==> config.mk <==
export PLATFORM = sky130hd
export DESIGN_NAME = scoreboard_np_flat
export DESIGN_NICKNAME = d
export VERILOG_FILES = /design/src/rtl/scoreboard_np_if.sv /design/src/rtl/scoreboard_np.sv /design/src/flat_wrapper.sv
export SDC_FILE = /design/constraint.sdc
export NUM_CORES = 1
export LEC_CHECK = 0
export BUFFER_PORTS_ARGS = -buffer_cell sky130_fd_sc_hd__buf_2
export CAP_MARGIN = 5
export CORE_UTILIZATION = 60
export CTS_CLUSTER_SIZE = 28
export DETAILED_ROUTE_END_ITERATION = 16
export PLACE_DENSITY_LB_ADDON = 0.2
export SLEW_MARGIN = 40
export SYNTH_ARGS = -nofsm -noshare
export SYNTH_HDL_FRONTEND = slang
export SYNTH_SLANG_ARGS = --single-unit
==> constraint.sdc <==
create_clock -name clk -period 3.35 [get_ports clk]
set_input_delay 0 -clock clk [delete_from_list [all_inputs] [get_ports clk]]
set_output_delay 0 -clock clk [all_outputs]
set_load 0.05 [all_outputs]
==> src/rtl/scoreboard_np_if.sv <==
// Issue/writeback/read-port bundle for scoreboard_np; master drives requests, slave is the scoreboard.
interface scoreboard_np_if #(
  parameter int ISSUE_W = 2,
  parameter int READ_P  = 4,
  parameter int TID_W   = 3
);
  localparam int LANE_W = (ISSUE_W > 1) ? $clog2(ISSUE_W) : 1;
  localparam int TAG_W  = TID_W + LANE_W;

  logic                           invalidate_i;
  logic                           issue_ready_o;
  logic [ISSUE_W-1:0]             is_i;
  logic [ISSUE_W-1:0][4:0]        is_w_addr_i;
  logic [TID_W-1:0]               is_w_id_o;
  logic [READ_P-1:0][4:0]         is_r_addr_i;
  logic [READ_P-1:0][TAG_W-1:0]   is_r_id_o;
  logic [READ_P-1:0]              is_r_valid_o;
  logic [ISSUE_W-1:0]             wb_valid_i;
  logic [ISSUE_W-1:0][4:0]        wb_w_addr_i;
  logic [TID_W-1:0]               wb_w_id_i;
  logic [TID_W-1:0]               inflight_o;

  modport master (
    output invalidate_i, is_i, is_w_addr_i, is_r_addr_i,
           wb_valid_i, wb_w_addr_i, wb_w_id_i,
    input  issue_ready_o, is_w_id_o, is_r_id_o, is_r_valid_o, inflight_o
  );

  modport slave (
    input  invalidate_i, is_i, is_w_addr_i, is_r_addr_i,
           wb_valid_i, wb_w_addr_i, wb_w_id_i,
    output issue_ready_o, is_w_id_o, is_r_id_o, is_r_valid_o, inflight_o
  );
endinterface

==> src/rtl/scoreboard_np.sv <==
// Register scoreboard tagging in-flight issue groups; SCOREBOARD_WB_BYPASS_EN adds same-cycle writeback bypass.
// Latency: board writes visible next cycle; read tags/valids combinational from the boards.
// Backpressure: issue_ready_o drops at the tag-aliasing limit and while draining after invalidate.
module scoreboard_np #(
  parameter int ISSUE_W = 2,
  parameter int READ_P  = 4,
  parameter int TID_W   = 3
) (
  input  logic            clk,
  input  logic            rst_n,
  scoreboard_np_if.slave  bus
);
  localparam int LANE_W = (ISSUE_W > 1) ? $clog2(ISSUE_W) : 1;
  localparam int TAG_W  = TID_W + LANE_W;
  localparam logic [TID_W-1:0] TID_ONE  = TID_W'(1);
  localparam logic [TID_W-1:0] TID_MAX  = '1;
  localparam logic [TID_W-1:0] INFL_LIM = TID_MAX - TID_ONE;

  typedef enum logic {IDLE, DRAIN} state_t;

  state_t           state_q, state_d;
  logic [TID_W-1:0] tid_q, tid_d, tid_prev;
  logic [TID_W-1:0] inflight_q, inflight_d;
  logic [TID_W-1:0] wait_id_q, wait_id_d;
  logic             issue_ready;
  logic             accept;
  logic             wb_any;

  logic [TAG_W-1:0] iss_brd [32];
  logic [TID_W-1:0] cmt_brd [32];

  logic [READ_P-1:0][TAG_W-1:0] rd_tag;
  logic [READ_P-1:0]            rd_valid;

  // Reserving one tag short of the full range keeps a live group from aliasing a committed tid.
  assign issue_ready = (inflight_q != INFL_LIM) && (state_q == IDLE);
  assign accept      = (|bus.is_i) && issue_ready;
  assign wb_any      = |bus.wb_valid_i;
  assign tid_prev    = (tid_q == TID_ONE) ? TID_MAX : (tid_q - TID_ONE);

  always_comb begin
    tid_d = tid_q;
    if (accept) begin
      tid_d = (tid_q == TID_MAX) ? TID_ONE : (tid_q + TID_ONE);
    end
  end

  always_comb begin
    inflight_d = inflight_q;
    if (accept && !wb_any) begin
      inflight_d = inflight_q + TID_ONE;
    end else if (!accept && wb_any && (inflight_q != '0)) begin
      inflight_d = inflight_q - TID_ONE;
    end
  end

  always_comb begin
    state_d   = state_q;
    wait_id_d = wait_id_q;
    case (state_q)
      IDLE: begin
        // Nothing in flight and nothing issuing now means there is nothing to drain.
        if (bus.invalidate_i && (accept || (inflight_q != '0))) begin
          state_d   = DRAIN;
          wait_id_d = accept ? tid_q : tid_prev;
        end
      end
      DRAIN: begin
        if ((wb_any && (bus.wb_w_id_i == wait_id_q)) || (inflight_q == '0)) begin
          state_d = IDLE;
        end
      end
      default: state_d = IDLE;
    endcase
  end

  always_ff @(posedge clk or negedge rst_n) begin
    if (!rst_n) begin
      state_q    <= IDLE;
      tid_q      <= TID_ONE;
      inflight_q <= '0;
      wait_id_q  <= '0;
    end else begin
      state_q    <= state_d;
      tid_q      <= tid_d;
      inflight_q <= inflight_d;
      wait_id_q  <= wait_id_d;
    end
  end

  // Lanes are walked in ascending order so the highest lane's write lands last.
  always_ff @(posedge clk or negedge rst_n) begin
    if (!rst_n) begin
      for (int i = 0; i < 32; i++) begin
        iss_brd[i] <= '0;
        cmt_brd[i] <= '0;
      end
    end else begin
      for (int l = 0; l < ISSUE_W; l++) begin
        if (accept && (bus.is_w_addr_i[l] != 5'd0)) begin
          iss_brd[bus.is_w_addr_i[l]] <= {tid_q, LANE_W'(l)};
        end
        if (bus.wb_valid_i[l] && (bus.wb_w_addr_i[l] != 5'd0)) begin
          cmt_brd[bus.wb_w_addr_i[l]] <= bus.wb_w_id_i;
        end
      end
    end
  end

  always_comb begin
    rd_tag   = '0;
    rd_valid = '0;
    for (int p = 0; p < READ_P; p++) begin
      rd_tag[p]   = iss_brd[bus.is_r_addr_i[p]];
      rd_valid[p] = (rd_tag[p][TAG_W-1 -: TID_W] == cmt_brd[bus.is_r_addr_i[p]]);
`ifdef SCOREBOARD_WB_BYPASS_EN
      for (int l = 0; l < ISSUE_W; l++) begin
        if (bus.wb_valid_i[l] && (bus.wb_w_addr_i[l] == bus.is_r_addr_i[p]) &&
            (bus.is_r_addr_i[p] != 5'd0) &&
            (bus.wb_w_id_i == rd_tag[p][TAG_W-1 -: TID_W])) begin
          rd_valid[p] = 1'b1;
        end
      end
`else
      // Commit visibility comes only from the registered board, one cycle after writeback.
`endif
    end
  end

  assign bus.issue_ready_o = issue_ready;
  assign bus.is_w_id_o     = tid_q;
  assign bus.inflight_o    = inflight_q;
  assign bus.is_r_id_o     = rd_tag;
  assign bus.is_r_valid_o  = rd_valid;
endmodule

==> src/flat_wrapper.sv <==
// flat-port wrapper written by rule: the top's interface ports become plain ports
module scoreboard_np_flat 
#(
  parameter int ISSUE_W = 2,
  parameter int READ_P  = 4,
  parameter int TID_W   = 3
)
  (clk, rst_n, bus_invalidate_i, bus_is_i, bus_is_w_addr_i, bus_is_r_addr_i, bus_wb_valid_i, bus_wb_w_addr_i, bus_wb_w_id_i, bus_issue_ready_o, bus_is_w_id_o, bus_is_r_id_o, bus_is_r_valid_o, bus_inflight_o);
  scoreboard_np_if #(.ISSUE_W(ISSUE_W), .READ_P(READ_P), .TID_W(TID_W)) bus_i ();
  input  logic clk;
  input  logic rst_n;
  input wire logic [$bits(bus_i.invalidate_i)-1:0] bus_invalidate_i;
  input wire logic [$bits(bus_i.is_i)-1:0] bus_is_i;
  input wire logic [$bits(bus_i.is_w_addr_i)-1:0] bus_is_w_addr_i;
  input wire logic [$bits(bus_i.is_r_addr_i)-1:0] bus_is_r_addr_i;
  input wire logic [$bits(bus_i.wb_valid_i)-1:0] bus_wb_valid_i;
  input wire logic [$bits(bus_i.wb_w_addr_i)-1:0] bus_wb_w_addr_i;
  input wire logic [$bits(bus_i.wb_w_id_i)-1:0] bus_wb_w_id_i;
  output wire logic [$bits(bus_i.issue_ready_o)-1:0] bus_issue_ready_o;
  output wire logic [$bits(bus_i.is_w_id_o)-1:0] bus_is_w_id_o;
  output wire logic [$bits(bus_i.is_r_id_o)-1:0] bus_is_r_id_o;
  output wire logic [$bits(bus_i.is_r_valid_o)-1:0] bus_is_r_valid_o;
  output wire logic [$bits(bus_i.inflight_o)-1:0] bus_inflight_o;
  assign bus_i.invalidate_i = bus_invalidate_i;
  assign bus_i.is_i = bus_is_i;
  assign bus_i.is_w_addr_i = bus_is_w_addr_i;
  assign bus_i.is_r_addr_i = bus_is_r_addr_i;
  assign bus_i.wb_valid_i = bus_wb_valid_i;
  assign bus_i.wb_w_addr_i = bus_wb_w_addr_i;
  assign bus_i.wb_w_id_i = bus_wb_w_id_i;
  assign bus_issue_ready_o = bus_i.issue_ready_o;
  assign bus_is_w_id_o = bus_i.is_w_id_o;
  assign bus_is_r_id_o = bus_i.is_r_id_o;
  assign bus_is_r_valid_o = bus_i.is_r_valid_o;
  assign bus_inflight_o = bus_i.inflight_o;
  scoreboard_np #(.ISSUE_W(ISSUE_W), .READ_P(READ_P), .TID_W(TID_W)) u_core (.clk(clk), .rst_n(rst_n), .bus(bus_i));
endmodule
# Word level (Yosys, flattened, before mapping)
# Cells that the tools add are included.
# W data, S select, Z words.
totals:
  ram_bits: 0
  word_cells: 178
  memories: 0
  mem_bits_ro: 0
  regBits: 234
  in_bits: 50
  latchBits: 0
op_classes:
  muxes: 48
  div: 0
  n_reduce_logical: 29
  n_bitwise: 9
  n_lt_le_gt_ge: 12
  multipliers: 0
  add_sub_neg: 4
  eq_ne: 8
  n_shift: 0
ops:
  columns: ["cell", "count"]
  rows:
  - ["$bwmux W128", 2]
  - ["$mux W128", 2]
  - ["$bwmux W96", 2]
  - ["$mux W96", 2]
  - ["$bmux W4 S5", 4]
  - ["$bmux W3 S5", 4]
  - ["$ge A6 B6 Y1 const B", 8]
  - ["$not A5 Y6", 8]
  - ["$mux W3", 15]
  - ["$demux W4 S5", 2]
  - ["$mux W4", 10]
  - ["$demux W3 S5", 2]
  - ["$lt A6 B1 Y1 const B", 4]
  - ["$reduce_bool A5 Y1", 4]
  - ["$eq A3 B3 Y1", 5]
  - ["$logic_and A1 B1 Y1", 15]
  - ["$add A3 B1 Y3 const B", 2]
  - ["$sub A3 B1 Y3 const B", 2]
  - ["$reduce_or A2 Y1", 2]
  - ["$eq A3 B1 Y1 const B", 1]
  - ["$eq A3 B3 Y1 const B", 1]
  - ["$logic_not A3 Y1", 1]
  - ["$ne A3 B3 Y1 const B", 1]
  - ["$reduce_bool A3 Y1", 1]
  - ["other kinds (7)", 10]

# Logic depth before layout (Yosys ltp)
depth:
  ltp_word: 9
  ltp_mapped: 10
  mapped_depth_nobuf: 9

# Worst setup path after synthesis
# No wires, ideal clock.
synth_timing:
  path_kind: "register -> register"
  from: "reg u_core.inflight_q[0], in the netlist u_core.bus.inflight_o[0]"
  to: "reg u_core.iss_brd[109] (netlist name)"
  synth_period_minus_slack_ns: 3.552
  slack_ns: -0.202
  stages_incl_launch_ff: 8
  arrival_time_ns: 3.427
  setup_ns: 0.125
  required_time_ns: 3.225
  path_buffers: 0
  cell_sequence: "dfrtp_1 inv_1 a31oi_1 o21ai_1 nor2_1 nand2_1 o32ai_1 mux2_2"
synth_via:
  elab_chain_len: 7
  word_cells_on_any_way: 8
  cone_classes: "eq/ne: 1; mux: 3; reduce/logical: 4"
synth_lines:
  columns: ["element", "line", "text"]
  rows:
  - ["start, declared", "scoreboard_np.sv:23", "logic [TID_W-1:0] inflight_q, inflight_d;"]
  - ["start signal, assigned", "scoreboard_np.sv:86", "inflight_q <= inflight_d;"]
  - ["$ne A3 B3 Y1 (*)", "scoreboard_np.sv:36", "assign issue_ready = (inflight_q != INFL_LIM) && (state_q == IDLE);"]
  - ["$logic_and A1 B1 Y1 (*)", "scoreboard_np.sv:36", null]
  - ["net bus_issue_ready_o", "flat_wrapper.sv:19", "output wire logic [$bits(bus_i.issue_ready_o)-1:0] bus_issue_ready_o;"]
  - ["$logic_and A1 B1 Y1 (*)", "scoreboard_np.sv:37", "assign accept = (|bus.is_i) && issue_ready;"]
  - ["$logic_and A1 B1 Y1", "scoreboard_np.sv:100", "if (accept && (bus.is_w_addr_i[l] != 5'd0)) begin"]
  - ["$mux W128", "scoreboard_np.sv:100", null]
  - ["$bwmux W128", "scoreboard_np.sv:101", "iss_brd[bus.is_w_addr_i[l]] <= {tid_q, LANE_W'(l)};"]
  - ["$mux W128 (*)", "scoreboard_np.sv:100", null]
  - ["end signal, assigned by index", "scoreboard_np.sv:101", null]
  - ["end, declared", "scoreboard_np.sv:29", "logic [TAG_W-1:0] iss_brd [32];"]
# The timed path passes the listed nets; every way through them passes the cells marked *.
# A chain may end at the register's enable or synchronous reset.

# Final worst setup path
layout_timing:
  from: "reg u_core.iss_brd[2] (netlist name)"
  to: "out bus_is_r_valid_o[0]"
layout_via:
  elab_chain_len: 4
layout_lines:
  columns: ["element", "line", "text"]
  rows:
  - ["$bmux W4 S5", "scoreboard_np.sv:114", "rd_tag[p] = iss_brd[bus.is_r_addr_i[p]];"]
  - ["$mux W4 (implied by the code) (2 in a row)", "scoreboard_np.sv:114", null]
  - ["$eq A3 B3 Y1", "scoreboard_np.sv:115", "rd_valid[p] = (rd_tag[p][TAG_W-1 -: TID_W] == cmt_brd[bus.is_r_addr_i[p]]);"]
  - ["end, declared", "flat_wrapper.sv:22", "output wire logic [$bits(bus_i.is_r_valid_o)-1:0] bus_is_r_valid_o;"]
# Every way passes these cells. The select of a mux whose other input is x is not followed.

==> reports/metrics.yaml <==
worst_setup_path:
  crit_fanout: 5
  arrival_ns: 3.28
  start_kind: "flip-flop"
  crit_type: "reg2out"
  cp_common_cell: "mux4_2"
  cp_num_buf_inv: 1
  crit_family: "multiplexers"
  cp_slowest_cell: "mux4_2"
  cp.required_ns: 3.35
  max_stage_delay_ns: 0.51
  path_cells: "mux4_2 -> mux4_2 -> mux2_2 -> xor2_2 -> o21ai_1 -> a211oi_2 -> buf_2"
  worstSetupEndpointType: "output pin"
grt:
  track_usage: 0.391
  grt_pass1_wl_um: 82100
  grt_pass1_vias: 12721
  antenna_found_initial: 0
  grt-ovfl-total: 0
  grt_start_max_net_pins: 104
cts:
  root_buffer: "clkbuf_16"
  post_cts_buffers: 0
  clkTransAtPathRegs_ns: 0.06
  cts_max_level: 1
  numCtsBuffers: 26
  tritoncts: "built"
  insertion_delay_ns: 0.55
  clock_sinks: 234
  cts_buffer_depth: 3
place:
  port_buffers: 76
  pre_cts_ws_ns: 0.479
  gp_congestion: 0.982
  dp_hpwl_um: 38900
synth:
  yosysTopAreaCell: "dfrtp_1"
  synth-edff-count: 0
  ys_seq_area_frac: 0.345
  syn_avg_cell_area_um2: 13.9
  synth_top_area_frac: 0.344
  synth-seq-cells: 234
  post-synth-top-count-cell: "dfrtp_1"
  synthCells: 1221
  synth_area_mm2: 0.0170
  ys_warn_count: 0
  syn_nets: 1276
  ys_types: 56
  synthTopCellsByCount: "dfrtp_1 (233), mux4_2 (228), mux2_2 (205)"
  synth_flop_cell: "dfrtp_1"
  synth_area_leaders: "dfrtp_1 (34%), mux4_2 (30%), mux2_2 (14%), mux2i_1 (3.8%), o21ai_0 (2.1%)"
  synth-async-reset-ratio: 1.00
pwr:
  intPower_w: 0.00899
  seq_power_share: 0.380
  p_total_w: 0.0146
  combinationalPowerShare: 0.402
  swShare: 0.383
  ir_drop_v: 0.000588
  p_leak_nw: 7.68
  pwr_density_cell_mw_per_mm2: 769
  p_switching_w: 0.00558
  clkPwrFrac: 0.218
outcome:
  status: "completed"
detailed_routing:
  drt-pass1-iter-count: 6
  vias: 12883
  vias_per_cell: 7.62
  drc_errors: 0
  wl_um: 54100
  drt_iter0_drc: 2054
  drtAntennaViolNets: 0
  wire_per_inst_um: 32.0
die:
  die_h_um: 170
  die_w_um: 170
  io_pins: 77
  core_mm2: 0.0278
  dieArea_mm2: 0.0290
  row_count: 61
  start_util: 0.611
flow_run:
  maxCapViolCount: 0
cells_and_area:
  regArea_mm2: 0.00586
  antenna-diode-count: 0
  areaGrowthSynthToFinish_pct: 11.7
  nNetsFinal: 1347
  multiInputGateArea_mm2: 0.0106
  fillers: 2037
  drive_gt1_frac: 0.473
min_path:
  hp-class: "in2reg"
timing:
  worst_slew_pin_slew_ns: 1.03
  relSlewSlack: 0.316
  clock.fmax_mhz: 305
  finalCritPeriodShare: 0.979
  finalHoldViolations: 0
  timing.final.ws_setup_ns: 0.0696
  grt_setup_unrepaired: "false"
  finalClockSkew_ns: 0.0177
  tns_ns: 0
  final_max_slew_viol_count: 0
  min_period_ns: 3.28
  setup_viol_count_final: 0
## sequential cells by signal, indices dropped and copies added, names as in the netlist
name / flops
u_core.bus.inflight_o: 3
u_core.iss_brd: 128
u_core.wait_id_q: 3
u_core.bus.is_w_id_o: 3
u_core.state_q: 1
u_core.cmt_brd: 96
## area by class of cell
cell class | instances | area share
clock inverter | 12 | 0.0105
inverter | 7 | 0.00139
tap | 378 | 0.0250
sequential | 234 | 0.309
timing repair buffer | 153 | 0.0578
multi-input combinational | 870 | 0.557
clock buffer | 36 | 0.0395
## stage by stage
step | utilization | hold WS [ns] | area [um2] | cells
final | 0.682 | 0.0269 | 19000 | 1690
after global placement | 0.639 | 0.0965 | 17800 | 1622
after detailed placement | 0.640 | 0.106 | 17800 | 1622
after CTS | 0.680 | 0.00118 | 18900 | 1688
after global routing | 0.682 | 0.0461 | 19000 | 1690
after floorplan | - | -0.296 | 17000 | 1221
## power by group through the flow
stage,clock network [W],registers (W),logic [W]
floorplan,0,0.00487,0.00445
global placement,0,0.00539,0.00559
detailed placement,0,0.00546,0.00571
CTS,0.00319,0.00542,0.00579
global route,0.00330,0.00563,0.00622
finish,0.00318,0.00553,0.00586
## path summary, 6_finish.rpt
check                                                           from                            end  slack (ns)  cells after the start
worst min register to register          u_core.cmt_brd[94]$_DFF_PN0_   u_core.cmt_brd[94]$_DFF_PN0_        0.44                      0
worst min-delay path                              bus_is_w_addr_i[2]  u_core.iss_brd[112]$_DFF_PN0_        0.03                      5
max in group asynchronous                                      rst_n   u_core.iss_brd[62]$_DFF_PN0_        2.17                      4
min in group asynchronous                                      rst_n   u_core.cmt_brd[57]$_DFF_PN0_        0.46                      3
worst max register to register  u_core.bus.inflight_o[0]$_DFFE_PN0P_  u_core.iss_brd[122]$_DFF_PN0_        0.28                     10
worst max-delay path                     u_core.iss_brd[2]$_DFF_PN0_            bus_is_r_valid_o[0]        0.07                      7
## logic make-up after synthesis
group                    synth area share
AND/OR/NAND/NOR                    0.0448
AO/OA/AOI/OAI                      0.0695
multiplexers                        0.496
flip-flops                          0.345
buffers and inverters              0.0346
XOR/XNOR                          0.00619
adder cells (fa/ha/maj)           0.00413
## worst min-delay path, cell delays in order
cell,delay [ns]
buf_2,0.15
nor2_1,0.08
nand2_1,0.09
o21ai_0,0.09
o21ai_0,0.10
## cell usage in the layout, fill, tap and decap left out, drive strengths merged, types with 3 or more instances in the layout
cell	count
xnor2	4
dfrtp	233
a22oi	17
nor2	29
o21ai	75
ha	4
nand4	3
xor2	8
nand3	24
mux4	240
buf	134
o211ai	5
o31ai	4
clkinvlp	4
dlygate4sd3	19
clkinv	3
nand4b	3
o22ai	53
mux2	205
bufinv	5
mux2i	65
a221oi	3
a211oi	7
inv	7
nand2b	15
nor2b	15
nand2	43
clkbuf	36
a21oi	14
nand3b	7
## metal layers
layer | up-vias | wire length, um | global-route usage
li1 | 5128 | - | -
met1 | 6579 | 20200 | 0.546
met2 | 1018 | 23400 | 0.544
met3 | 156 | 8030 | 0.155
met4 | 2 | 2360 | 0.163
met5 | - | 104 | 0.0278
## repair_timing
| item | 4_1_cts | 5_1_grt |
|---|---|---|
| gates resized for setup | 0 | 2 |
| hold buffers | 18 | 1 |
| endpoints found under the hold margin | 127 | 33 |
| endpoints found under the setup margin | 0 | 2 |
(Power assumes the default switching activity.)
